[config.mk]
export PLATFORM = sky130hd
export DESIGN_NAME = hazard_ctrl_flat
export DESIGN_NICKNAME = d
export VERILOG_FILES = /design/src/rtl/arm_hazard_pkg.sv /design/src/rtl/hazard_ctrl_if.sv /design/src/rtl/hazard_stage_reg.sv /design/src/rtl/hazard_ctrl.sv /design/src/flat_wrapper.sv
export SDC_FILE = /design/constraint.sdc
export NUM_CORES = 1
export LEC_CHECK = 0
export ABC_AREA = 1
export BUFFER_PORTS_ARGS = -buffer_cell sky130_fd_sc_hd__buf_4
export CORE_UTILIZATION = 55
export CTS_CLUSTER_DIAMETER = 120
export DETAILED_ROUTE_END_ITERATION = 16
export PLACE_DENSITY = 0.89
export SLEW_MARGIN = 20
export SYNTH_ARGS = -nofsm -noshare
export SYNTH_HDL_FRONTEND = slang
export SYNTH_SLANG_ARGS = --single-unit
[constraint.sdc]
create_clock -name Clk -period 1.9 [get_ports Clk]
set_clock_uncertainty 0.05 [all_clocks]
set_input_delay 0.285 -clock Clk [delete_from_list [all_inputs] [get_ports Clk]]
set_output_delay 0.285 -clock Clk [all_outputs]
set_load 0.01 [all_outputs]
[src/rtl/arm_hazard_pkg.sv]
// Shared hazard-unit definitions: forwarding selects, shadow stage record, PC register index.
// Used by the hazard controller and by the execute-stage operand muxes.
package arm_hazard_pkg;

    localparam logic [3:0] REG_PC = 4'd15;

    typedef enum logic [1:0] {
        FWD_REG = 2'b00,
        FWD_WB  = 2'b01,
        FWD_MEM = 2'b10
    } fwd_sel_t;

    typedef struct packed {
        logic       valid;
        logic [3:0] wa3;
        logic       reg_write;
        logic       mem_to_reg;
        logic       pc_src;
        logic [3:0] ra1;
        logic [3:0] ra2;
    } stage_rec_t;

    localparam stage_rec_t BUBBLE = '0;

    // The younger (M) producer wins over W; the PC is never forwarded.
    function automatic fwd_sel_t fwd_sel(input logic [3:0] src,
                                         input stage_rec_t m,
                                         input stage_rec_t w);
        if (src == REG_PC)                            return FWD_REG;
        if (m.valid && m.reg_write && m.wa3 == src)   return FWD_MEM;
        if (w.valid && w.reg_write && w.wa3 == src)   return FWD_WB;
        return FWD_REG;
    endfunction

endpackage

[src/rtl/hazard_ctrl_if.sv]
// Decode-side hazard inputs and pipeline-control outputs of the hazard controller.
// Purely combinational bundle; no flow control of its own.
interface hazard_ctrl_if;
    logic [3:0]  RA1D;
    logic [3:0]  RA2D;
    logic [3:0]  WA3D;
    logic        RegWriteD;
    logic        MemToRegD;
    logic        PCSrcD;
    logic        BranchTakenE;
    logic [1:0]  ForwardAE;
    logic [1:0]  ForwardBE;
    logic        StallF;
    logic        StallD;
    logic        FlushD;
    logic        FlushE;
    logic [15:0] StallCount;

    modport master (
        output RA1D, RA2D, WA3D, RegWriteD, MemToRegD, PCSrcD, BranchTakenE,
        input  ForwardAE, ForwardBE, StallF, StallD, FlushD, FlushE, StallCount
    );

    modport slave (
        input  RA1D, RA2D, WA3D, RegWriteD, MemToRegD, PCSrcD, BranchTakenE,
        output ForwardAE, ForwardBE, StallF, StallD, FlushD, FlushE, StallCount
    );
endinterface

[src/rtl/hazard_stage_reg.sv]
// One shadow pipeline record: bubble beats load, otherwise hold. One-cycle latency.
// Synchronous reset empties the stage.
module hazard_stage_reg
    import arm_hazard_pkg::*;
(
    input  logic       Clk,
    input  logic       reset,
    input  logic       load_i,
    input  logic       bubble_i,
    input  stage_rec_t rec_i,
    output stage_rec_t rec_o
);

    stage_rec_t rec_q;
    stage_rec_t rec_d;

    always_comb begin
        rec_d = rec_q;
        if (bubble_i) begin
            rec_d = BUBBLE;
        end else if (load_i) begin
            rec_d = rec_i;
        end
    end

    always_ff @(posedge Clk) begin
        if (reset) begin
            rec_q <= BUBBLE;
        end else begin
            rec_q <= rec_d;
        end
    end

    assign rec_o = rec_q;

endmodule

[src/rtl/hazard_ctrl.sv]
// Pipeline hazard unit: operand forwarding, load-use stall, PC-write and branch flushes.
// Controls are zero-latency from decode inputs and shadow E/M/W state; all outputs forced to 0 in reset.
module hazard_ctrl
    import arm_hazard_pkg::*;
(
    input  logic         Clk,
    input  logic         reset,
    hazard_ctrl_if.slave hz
);

    stage_rec_t d_rec;
    stage_rec_t e_q;
    stage_rec_t m_q;
    stage_rec_t w_q;

    logic        ldr_stall;
    logic        pc_pend;
    logic        stall_d;
    logic        stall_f;
    logic        flush_d;
    logic        flush_e;
    logic [15:0] stall_cnt_q;
    logic [15:0] stall_cnt_d;
    fwd_sel_t    fwd_a;
    fwd_sel_t    fwd_b;

    always_comb begin
        d_rec            = BUBBLE;
        d_rec.valid      = 1'b1;
        d_rec.wa3        = hz.WA3D;
        d_rec.reg_write  = hz.RegWriteD;
        d_rec.mem_to_reg = hz.MemToRegD;
        d_rec.pc_src     = hz.PCSrcD;
        d_rec.ra1        = hz.RA1D;
        d_rec.ra2        = hz.RA2D;
    end

    hazard_stage_reg u_stage_e (
        .Clk      (Clk),
        .reset    (reset),
        .load_i   (~stall_d),
        .bubble_i (flush_e),
        .rec_i    (d_rec),
        .rec_o    (e_q)
    );

    hazard_stage_reg u_stage_m (
        .Clk      (Clk),
        .reset    (reset),
        .load_i   (1'b1),
        .bubble_i (1'b0),
        .rec_i    (e_q),
        .rec_o    (m_q)
    );

    hazard_stage_reg u_stage_w (
        .Clk      (Clk),
        .reset    (reset),
        .load_i   (1'b1),
        .bubble_i (1'b0),
        .rec_i    (m_q),
        .rec_o    (w_q)
    );

    // A taken branch squashes the stalled instruction anyway, so it overrides the load-use stall.
    assign ldr_stall = e_q.valid && e_q.mem_to_reg && e_q.reg_write &&
                       ((hz.RA1D == e_q.wa3) || (hz.RA2D == e_q.wa3));
    assign pc_pend   = hz.PCSrcD || e_q.pc_src || m_q.pc_src;
    assign stall_d   = ldr_stall && !hz.BranchTakenE;
    assign stall_f   = (ldr_stall || pc_pend) && !hz.BranchTakenE;
    assign flush_e   = ldr_stall || hz.BranchTakenE;
    assign flush_d   = pc_pend || w_q.pc_src || hz.BranchTakenE;
    assign fwd_a     = fwd_sel(e_q.ra1, m_q, w_q);
    assign fwd_b     = fwd_sel(e_q.ra2, m_q, w_q);

    always_comb begin
        stall_cnt_d = stall_cnt_q;
        if (stall_d && (stall_cnt_q != 16'hFFFF)) begin
            stall_cnt_d = stall_cnt_q + 16'd1;
        end
    end

    always_ff @(posedge Clk) begin
        if (reset) begin
            stall_cnt_q <= '0;
        end else begin
            stall_cnt_q <= stall_cnt_d;
        end
    end

    assign hz.ForwardAE  = reset ? FWD_REG : fwd_a;
    assign hz.ForwardBE  = reset ? FWD_REG : fwd_b;
    assign hz.StallF     = !reset && stall_f;
    assign hz.StallD     = !reset && stall_d;
    assign hz.FlushD     = !reset && flush_d;
    assign hz.FlushE     = !reset && flush_e;
    assign hz.StallCount = reset ? 16'd0 : stall_cnt_q;

    logic unused_w_bits;
    assign unused_w_bits = ^{w_q.mem_to_reg, w_q.ra1, w_q.ra2};

endmodule

[src/flat_wrapper.sv]
// flat-port wrapper written by rule: the top's interface ports become plain ports
module hazard_ctrl_flat import arm_hazard_pkg::*;
  (Clk, reset, hz_RA1D, hz_RA2D, hz_WA3D, hz_RegWriteD, hz_MemToRegD, hz_PCSrcD, hz_BranchTakenE, hz_ForwardAE, hz_ForwardBE, hz_StallF, hz_StallD, hz_FlushD, hz_FlushE, hz_StallCount);
  hazard_ctrl_if hz_i ();
  input  logic Clk;
  input  logic reset;
  input wire logic [$bits(hz_i.RA1D)-1:0] hz_RA1D;
  input wire logic [$bits(hz_i.RA2D)-1:0] hz_RA2D;
  input wire logic [$bits(hz_i.WA3D)-1:0] hz_WA3D;
  input wire logic [$bits(hz_i.RegWriteD)-1:0] hz_RegWriteD;
  input wire logic [$bits(hz_i.MemToRegD)-1:0] hz_MemToRegD;
  input wire logic [$bits(hz_i.PCSrcD)-1:0] hz_PCSrcD;
  input wire logic [$bits(hz_i.BranchTakenE)-1:0] hz_BranchTakenE;
  output wire logic [$bits(hz_i.ForwardAE)-1:0] hz_ForwardAE;
  output wire logic [$bits(hz_i.ForwardBE)-1:0] hz_ForwardBE;
  output wire logic [$bits(hz_i.StallF)-1:0] hz_StallF;
  output wire logic [$bits(hz_i.StallD)-1:0] hz_StallD;
  output wire logic [$bits(hz_i.FlushD)-1:0] hz_FlushD;
  output wire logic [$bits(hz_i.FlushE)-1:0] hz_FlushE;
  output wire logic [$bits(hz_i.StallCount)-1:0] hz_StallCount;
  assign hz_i.RA1D = hz_RA1D;
  assign hz_i.RA2D = hz_RA2D;
  assign hz_i.WA3D = hz_WA3D;
  assign hz_i.RegWriteD = hz_RegWriteD;
  assign hz_i.MemToRegD = hz_MemToRegD;
  assign hz_i.PCSrcD = hz_PCSrcD;
  assign hz_i.BranchTakenE = hz_BranchTakenE;
  assign hz_ForwardAE = hz_i.ForwardAE;
  assign hz_ForwardBE = hz_i.ForwardBE;
  assign hz_StallF = hz_i.StallF;
  assign hz_StallD = hz_i.StallD;
  assign hz_FlushD = hz_i.FlushD;
  assign hz_FlushE = hz_i.FlushE;
  assign hz_StallCount = hz_i.StallCount;
  hazard_ctrl u_core (.Clk(Clk), .reset(reset), .hz(hz_i));
endmodule
* Yosys cells after proc, flatten, opt, wreduce, memory -nomap -nowiden
Cells that the tools add are included.
** Word-level totals
- Register bits after elaboration :: 46
- Input bits :: 18
- Word-level logic and storage cells :: 79
** Cells by class
- Add/sub/neg operators :: 1
- Equality and inequality tests :: 9
- Muxes and demuxes :: 27
- Reduce and logical (&&, ||, !) cells :: 26
** Operators by type and width (count)
- $mux W2 :: 14
- $eq A4 B4 Y1 :: 6
- $add A16 B1 Y16 const B :: 1
- $logic_and A1 B1 Y1 :: 16
- $mux W16 :: 1
- $ne A16 B16 Y1 const B :: 1
- $mux W1 :: 12
- $eq A4 B4 Y1 const B :: 2
- $logic_or A1 B1 Y1 :: 7
- $logic_not A1 Y1 :: 2
- $reduce_or A2 Y1 :: 1

* Logic depth before layout (Yosys ltp)
Gate-level depths: netlist (run 1).
- Depth in word-level cells :: 10
- Gate-level depth with buffers :: 12
- Gate-level depth less buffers :: 11

* Hierarchy
Synthesis (run 1) repeated with hierarchy kept, for this count alone.
** Unflattened totals
- Cells, all modules :: 581
- Area, all modules :: 3634.7 um^2
** Modules (own cells, without submodules)
- hazard_stage_reg :: times used 3, cells each 101, area an instance 693.2 um^2, seq. area each 320.3 um^2
- hazard_ctrl :: times used 1, cells each 278, area an instance 1555.2 um^2, seq. area each 320.3 um^2

* Worst setup path before layout (run 1)
Ideal clock, no wire load.
- Path type :: input to output
- From :: input port reset
- To :: output port hz_ForwardBE[1]
- Data arrival time :: 1225 ps
- Data required time :: 1565 ps
- Setup slack :: 340 ps
- Stages on the path :: 5
- Buffers on the path :: 2
- Cell sequence :: clkbuf_1 -> inv_1 -> buf_2 -> o21ai_0 -> nor4_1
** On the way
- Cells in the longest elaborated chain, start to end :: 1
** RTL lines
- start: declaration :: line flat_wrapper.sv:6 : input logic reset;
- $mux W2 :: line hazard_ctrl.sv:92 : assign hz.ForwardBE = reset ? FWD_REG : fwd_b;
- end: declaration :: line flat_wrapper.sv:15 : output wire logic [$bits(hz_i.ForwardBE)-1:0] hz_ForwardBE;
No other way between the ends.

* Worst setup path after layout (run 1)
- From :: register u_core.u_stage_e.rec_q (netlist bit u_core.u_stage_e.rec_o[11])
- To :: output port hz_StallF
** On the way
- Cells in the longest elaborated chain, start to end :: 6
- Elaborated cells between the ends (all ways) :: 7
- Classes of those cells :: eq/ne: 2; reduce/logical: 5
** RTL lines
- start: declaration :: line hazard_stage_reg.sv:14 : stage_rec_t rec_q;
- start signal: assignment :: line hazard_stage_reg.sv:30 : rec_q <= rec_d;
- $eq A4 B4 Y1 :: line hazard_ctrl.sv:67 : ((hz.RA1D == e_q.wa3) || (hz.RA2D == e_q.wa3));
- $logic_or A1 B1 Y1 (*) :: line hazard_ctrl.sv:67
- $logic_and A1 B1 Y1 (*) :: line hazard_ctrl.sv:66 : assign ldr_stall = e_q.valid && e_q.mem_to_reg && e_q.reg_write &&
- $logic_or A1 B1 Y1 (*) :: line hazard_ctrl.sv:70 : assign stall_f = (ldr_stall || pc_pend) && !hz.BranchTakenE;
- $logic_and A1 B1 Y1 (*) :: line hazard_ctrl.sv:70
- $logic_and A1 B1 Y1 (*) :: line hazard_ctrl.sv:93 : assign hz.StallF = !reset && stall_f;
- end: declaration :: line flat_wrapper.sv:16 : output wire logic [$bits(hz_i.StallF)-1:0] hz_StallF;
Mark *: on every way between the ends. The rest lies on a longest branch, timed or not.

==> results.json, run 1 <==
{
  "layout.nets": 420,
  "final_cell_mix": "nor2_1 (100), nand2_1 (84), inv_1 (55), buf_4 (45), dfxtp_1 (39)",
  "die_area_sq_mm": 0.00448,
  "initial_core_util": 0.576,
  "worstMarginPinSlew_ns": 0.347,
  "final_cells": 452,
  "timing.hold.ws_ns": 0.146,
  "cp.required_ns": 1.56,
  "setup_viol_count_final": 0,
  "routed_wl_mm": 4.79,
  "worstSkewPairLatency_ns": 0.30,
  "ys_ff_latch": 46,
  "maxCapViolations": 0,
  "ys.flop_type": "dfxtp_1",
  "clockBufferDepth": 2,
  "numCtsBuffers": 5,
  "antenna_found_initial": 0,
  "drcViolationCount": 0,
  "syn_inst": 358,
  "grt_usage": 0.229,
  "pwr-share-clk": 0.387,
  "max_slew_margin": 0.769,
  "path_clk_slew_ns": 0.08,
  "p_sw_mw": 0.443,
  "hp-start": "hz_WA3D[2]",
  "finalCritPeriodShare": 0.973,
  "avgRoutedWirePerCell_um": 10.6,
  "cpMaxStageDelayCell": "dfxtp_2",
  "cp_common_cell": "nand2_1",
  "rows": 23,
  "drt_iter0_markers": 149,
  "fin_crit_ns": 1.85,
  "ant_nets": 0,
  "power_density_mw_per_mm2": 673,
  "fp.coreArea_sq_mm": 0.00403,
  "r2r_setup_slack_ns": 0.23,
  "synthesis.area_sq_mm": 0.00232,
  "grt_pass1_wl_mm": 7.79,
  "drive_above_1_share": 0.214,
  "rsz0062_at_grt": "true",
  "dp_hpwl_mm": 3.38,
  "power_frac_seq": 0.531,
  "place_congestion": 0.869,
  "chipWidth_um": 67.0,
  "worst_slack_ns": 0.0510,
  "sw_frac_of_total": 0.235,
  "synth_nets": 377,
  "final_common_cell": "nor2_1",
  "vdd_drop_max_mv": 0.534,
  "gr-total-overflow": 0,
  "cpPeakStageDelay_ns": 0.34,
  "pre_cts_ws_ns": 0.123,
  "placement.io_buffers": 41,
  "drv_slew": 0,
  "dr.pass1.iters": 4,
  "grt_pass1_vias": 1925,
  "crit_path_end_kind": "output port",
  "h-tree-depth": 2,
  "grt_max_degree": 34,
  "vias": 2185,
  "syn_to_final_growth_pct": 20.9,
  "critPathLaunch": "u_core.u_stage_e.rec_o[11]",
  "yosys_warnings": 0,
  "finalPower_mw": 1.89,
  "seq_area_frac_synth": 0.397,
  "ios": 42,
  "critPathMaxFanout": 3,
  "tns_ns": 0,
  "ys_types": 33,
  "synthArstFlopShare": 0,
  "comb_power_share": 0.081,
  "critPathArrivalTime_ns": 1.51,
  "insertedDiodeCount": 0,
  "outcome": "complete, no violations",
  "cts.sinks": 46,
  "cts_hold_buf": 0,
  "critPathTopFamily": "simple AND/OR/NAND/NOR gates",
  "fmax_mhz": 541,
  "syn_avg_cell_area_sq_um": 6.48,
  "cellInternalPower_mw": 1.44,
  "chipHeight_um": 67.0,
  "clock-root-buffer": "clkbuf_8",
  "path_class": "reg -> out",
  "min_path_type": "in -> reg",
  "tritoncts": "yes",
  "cp_cell_sequence": "inv_1 > nand2_1 > nand2_1 > nor2_1 > nand2_1 > nand2_2 > nand2_2 > a211oi_2 > buf_4",
  "avgViaCountPerCell": 4.83,
  "cellLeakagePower_nw": 1.28,
  "rr_startpoint": "u_core.u_stage_e.rec_o[11]",
  "worst-path-buf-inv": 2,
  "synth_edf_count": 0,
  "setup.worst_path.start_class": "register",
  "dp.cells": 442,
  "hold_violations": 0
}
## registers in the layout (all words and copies together), names as in the netlist
signal,count
u_core.stall_cnt_q,16
u_core.u_stage_w.rec_o,7
u_core.u_stage_m.rec_o,7
u_core.u_stage_e.rec_o,16
## synthesized netlist by cell type, types with 2 or more instances
| library cell | number | area, sq um |
|---|---|---|
| nor4_1 | 2 | 12.5 |
| clkbuf_1 | 4 | 15.0 |
| xor2_1 | 2 | 17.5 |
| o21ai_0 | 2 | 10.0 |
| nor3_1 | 3 | 15.0 |
| inv_1 | 55 | 206 |
| dfxtp_1 | 46 | 921 |
| nor2_2 | 12 | 75.1 |
| nand3b_1 | 4 | 30.0 |
| inv_2 | 2 | 7.51 |
| nand4_1 | 2 | 12.5 |
| or2_2 | 3 | 18.8 |
| nand2_1 | 85 | 319 |
| nand3_2 | 2 | 20.0 |
| a21oi_1 | 5 | 25.0 |
| buf_6 | 3 | 33.8 |
| nor2_1 | 100 | 375 |
| o2111ai_1 | 2 | 17.5 |
| xnor2_1 | 5 | 43.8 |
| nand3_1 | 6 | 30.0 |
## metrics by stage
stage	instance area (sq um)	utilization
after floorplan	2320	-
after global placement	2650	0.657
after detailed placement	2650	0.657
after CTS	2770	0.688
after global routing	2810	0.696
final	2810	0.696
## power groups by stage
stage	Sequential, mW	Combinational [mW]	Clock (mW)
after detailed placement	1.02	0.146	0
final	1.00	0.154	0.731
after CTS	1.00	0.149	0.738
after floorplan	1.02	0.0955	0
after global placement	1.02	0.142	0
after global routing	1.00	0.172	0.774
## layer usage
layer | vias up | share of wire | track usage
li1 | 1152 | - | -
met1 | 968 | 0.45 | 0.274
met2 | 59 | 0.48 | 0.388
met3 | 6 | 0.048 | 0.0497
met4 | 0 | 0.013 | 0.106
met5 | - | 0 | 0
## worst paths after layout
path,to,cells past startpoint
max,hz_StallF,9
min,u_core.u_stage_e.rec_o[13],3
max reg2reg,u_core.stall_cnt_q[13],13
min reg2reg,u_core.u_stage_w.rec_o[15],2
## cell type report
type                    count  area (sq um)
flip-flops and latches     46           930
repair buffers             45           338
inverters                  57           214
multi-input cells         246          1150
clock inverters             3          45.0
clock buffers               5          68.8
fillers                   339          1220
well taps                  50          62.6
## cells by family after synthesis
logic type / Yosys count / synth area share
AOI/OAI and AO/OA: 13 / 0.0356
xor gates and xnor gates: 7 / 0.0264
and+or+nand+nor: 225 / 0.417
DFF: 46 / 0.397
buffers and inverters: 66 / 0.119
adders and majority gates: 1 / 0.00539
## worst min-delay path, cell delays in order
cell and delay (ns):
buf_4 0.10, inv_1 0.04, nor2_1 0.03
## what timing repair did
action	CTS	global route
pin swaps	0	3
buffers inserted	1	1
resized for setup	1	11
setup endpoints to repair	2	7
(Power assumes the default switching activity.)
==> inputs of run 2 (changes only) <==
CORE_ASPECT_RATIO = 0.8   (was default)
RECOVER_POWER = 50   (was default)
==> results.json, run 2 (synthesis gave the netlist of run 1 again) <==
{
  "outcome": "finished with violations",
  "path_class": "reg -> out",
  "maxCapViolations": 0,
  "critPathMaxFanout": 3,
  "grt_max_degree": 20,
  "path_clk_slew_ns": 0.10,
  "min_path_type": "in -> reg",
  "drive_above_1_share": 0.248,
  "violations": "setup timing",
  "chipWidth_um": 74.6,
  "drcViolationCount": 0,
  "antenna_found_initial": 0,
  "tritoncts": "yes",
  "cts_hold_buf": 0,
  "syn_to_final_growth_pct": 24.1,
  "worst_slack_ns": -0.0745,
  "finalPower_mw": 1.80,
  "rsz0062_at_grt": "true",
  "avgViaCountPerCell": 4.94,
  "worstMarginPinSlew_ns": 0.610,
  "place_congestion": 0.908,
  "power_density_mw_per_mm2": 626,
  "crit_path_end_kind": "output port",
  "insertedDiodeCount": 0,
  "final_common_cell": "nor2_1",
  "dp_hpwl_mm": 3.48,
  "die_area_sq_mm": 0.00449,
  "ant_nets": 0,
  "dr.pass1.iters": 5,
  "finalCritPeriodShare": 1.04,
  "setup.worst_path.start_class": "register",
  "grt_usage": 0.266,
  "ios": 42,
  "vdd_drop_max_mv": 0.548,
  "critPathArrivalTime_ns": 1.64,
  "hold_violations": 0,
  "clockBufferDepth": 2,
  "fmax_mhz": 506,
  "gr-total-overflow": 0,
  "cellLeakagePower_nw": 1.27,
  "cts.sinks": 46,
  "tns_ns": -0.177,
  "clock-root-buffer": "clkbuf_8",
  "placement.io_buffers": 41,
  "numCtsBuffers": 5,
  "layout.nets": 434,
  "grt_pass1_vias": 2035,
  "h-tree-depth": 2,
  "max_slew_margin": 0.592,
  "cp.required_ns": 1.56,
  "initial_core_util": 0.591,
  "drt_iter0_markers": 151,
  "fp.coreArea_sq_mm": 0.00393,
  "final_cell_mix": "nor2_1 (97), nand2_1 (80), inv_1 (52), buf_4 (41), dfxtp_1 (34)",
  "avgRoutedWirePerCell_um": 11.6,
  "fin_crit_ns": 1.97,
  "setup_viol_count_final": 3,
  "routed_wl_mm": 5.48,
  "rows": 20,
  "chipHeight_um": 60.1,
  "vias": 2327,
  "worstSkewPairLatency_ns": 0.31,
  "grt_pass1_wl_mm": 8.87,
  "drv_slew": 0
}
[run 2: cell types whose count changed in the layout (fill, tap and decap cells not counted), moves of 3 or more]
cell | before | now
buf_4 | 45 | 41
clkbuf_1 | 0 | 17
dfxtp_1 | 39 | 34
dfxtp_2 | 7 | 12
inv_1 | 55 | 52
nand2_1 | 84 | 80
nand2_2 | 2 | 5
nor2_1 | 100 | 97
nor2_2 | 12 | 15
[run 2: worst paths after layout]
kind | from | endpoint | slack [ns] | cells after the start
worst max-delay path | u_core.u_stage_e.rec_o[14] | hz_StallD | -0.07 | 10
worst min-delay path | hz_WA3D[3] | u_core.u_stage_e.rec_o[14] | 0.13 | 3
worst max register to register | u_core.u_stage_e.rec_o[13] | u_core.u_stage_m.rec_o[13] | 0.08 | 12
worst min register to register | u_core.u_stage_m.rec_o[8] | u_core.u_stage_w.rec_o[8] | 0.38 | 2
[run 2: per-layer routing]
layer | wire, um | global-route usage
met3 | 344 | 0.0506
met1 | 2510 | 0.356
met4 | 116 | 0.113
met5 | 0 | 0
met2 | 2500 | 0.420
[run 2: layout make-up]
class | instances | area, sq um
clock buffer | 5 | 68.8
clock inverter | 3 | 21.3
fill | 315 | 1050
inverter | 57 | 216
multi-input combinational | 246 | 1190
sequential | 46 | 936
tap | 55 | 68.8
timing repair buffer | 59 | 383
[run 2: critical path, stage by stage (launching register included)]
cell     delay [ns]
dfxtp_2        0.37
inv_2          0.07
nand2_2        0.06
nand2_1        0.06
nor2_1         0.14
nand2_1        0.10
nand2_2        0.10
buf_4          0.13
nand3_4        0.07
nor2_2         0.10
buf_4          0.12
[run 2: repair_timing]
action,in CTS,in global routing
gates cloned,0,0
setup buffers,13,2
gates resized for setup,8,27
setup endpoints to repair,3,7
pin swaps,6,10
[run 2: through the flow]
stage	instances	setup slack (ns)	hold slack [ns]	cell area, sq um	utilization
finish	471	-0.0745	0.127	2880	0.733
global route	471	-0.135	0.138	2880	0.733
CTS	470	-0.0355	0.136	2870	0.730
detailed placement	449	0.188	0.363	2670	0.679
global placement	449	0.235	0.357	2670	0.679
floorplan	358	0.340	0.347	2320	-
[run 2: where the power goes]
| group | switching [mW] | internal, mW |
|---|---|---|
| Clock | 0.355 | 0.259 |
| Combinational | 0.101 | 0.0833 |
| Sequential | 0.0193 | 0.986 |
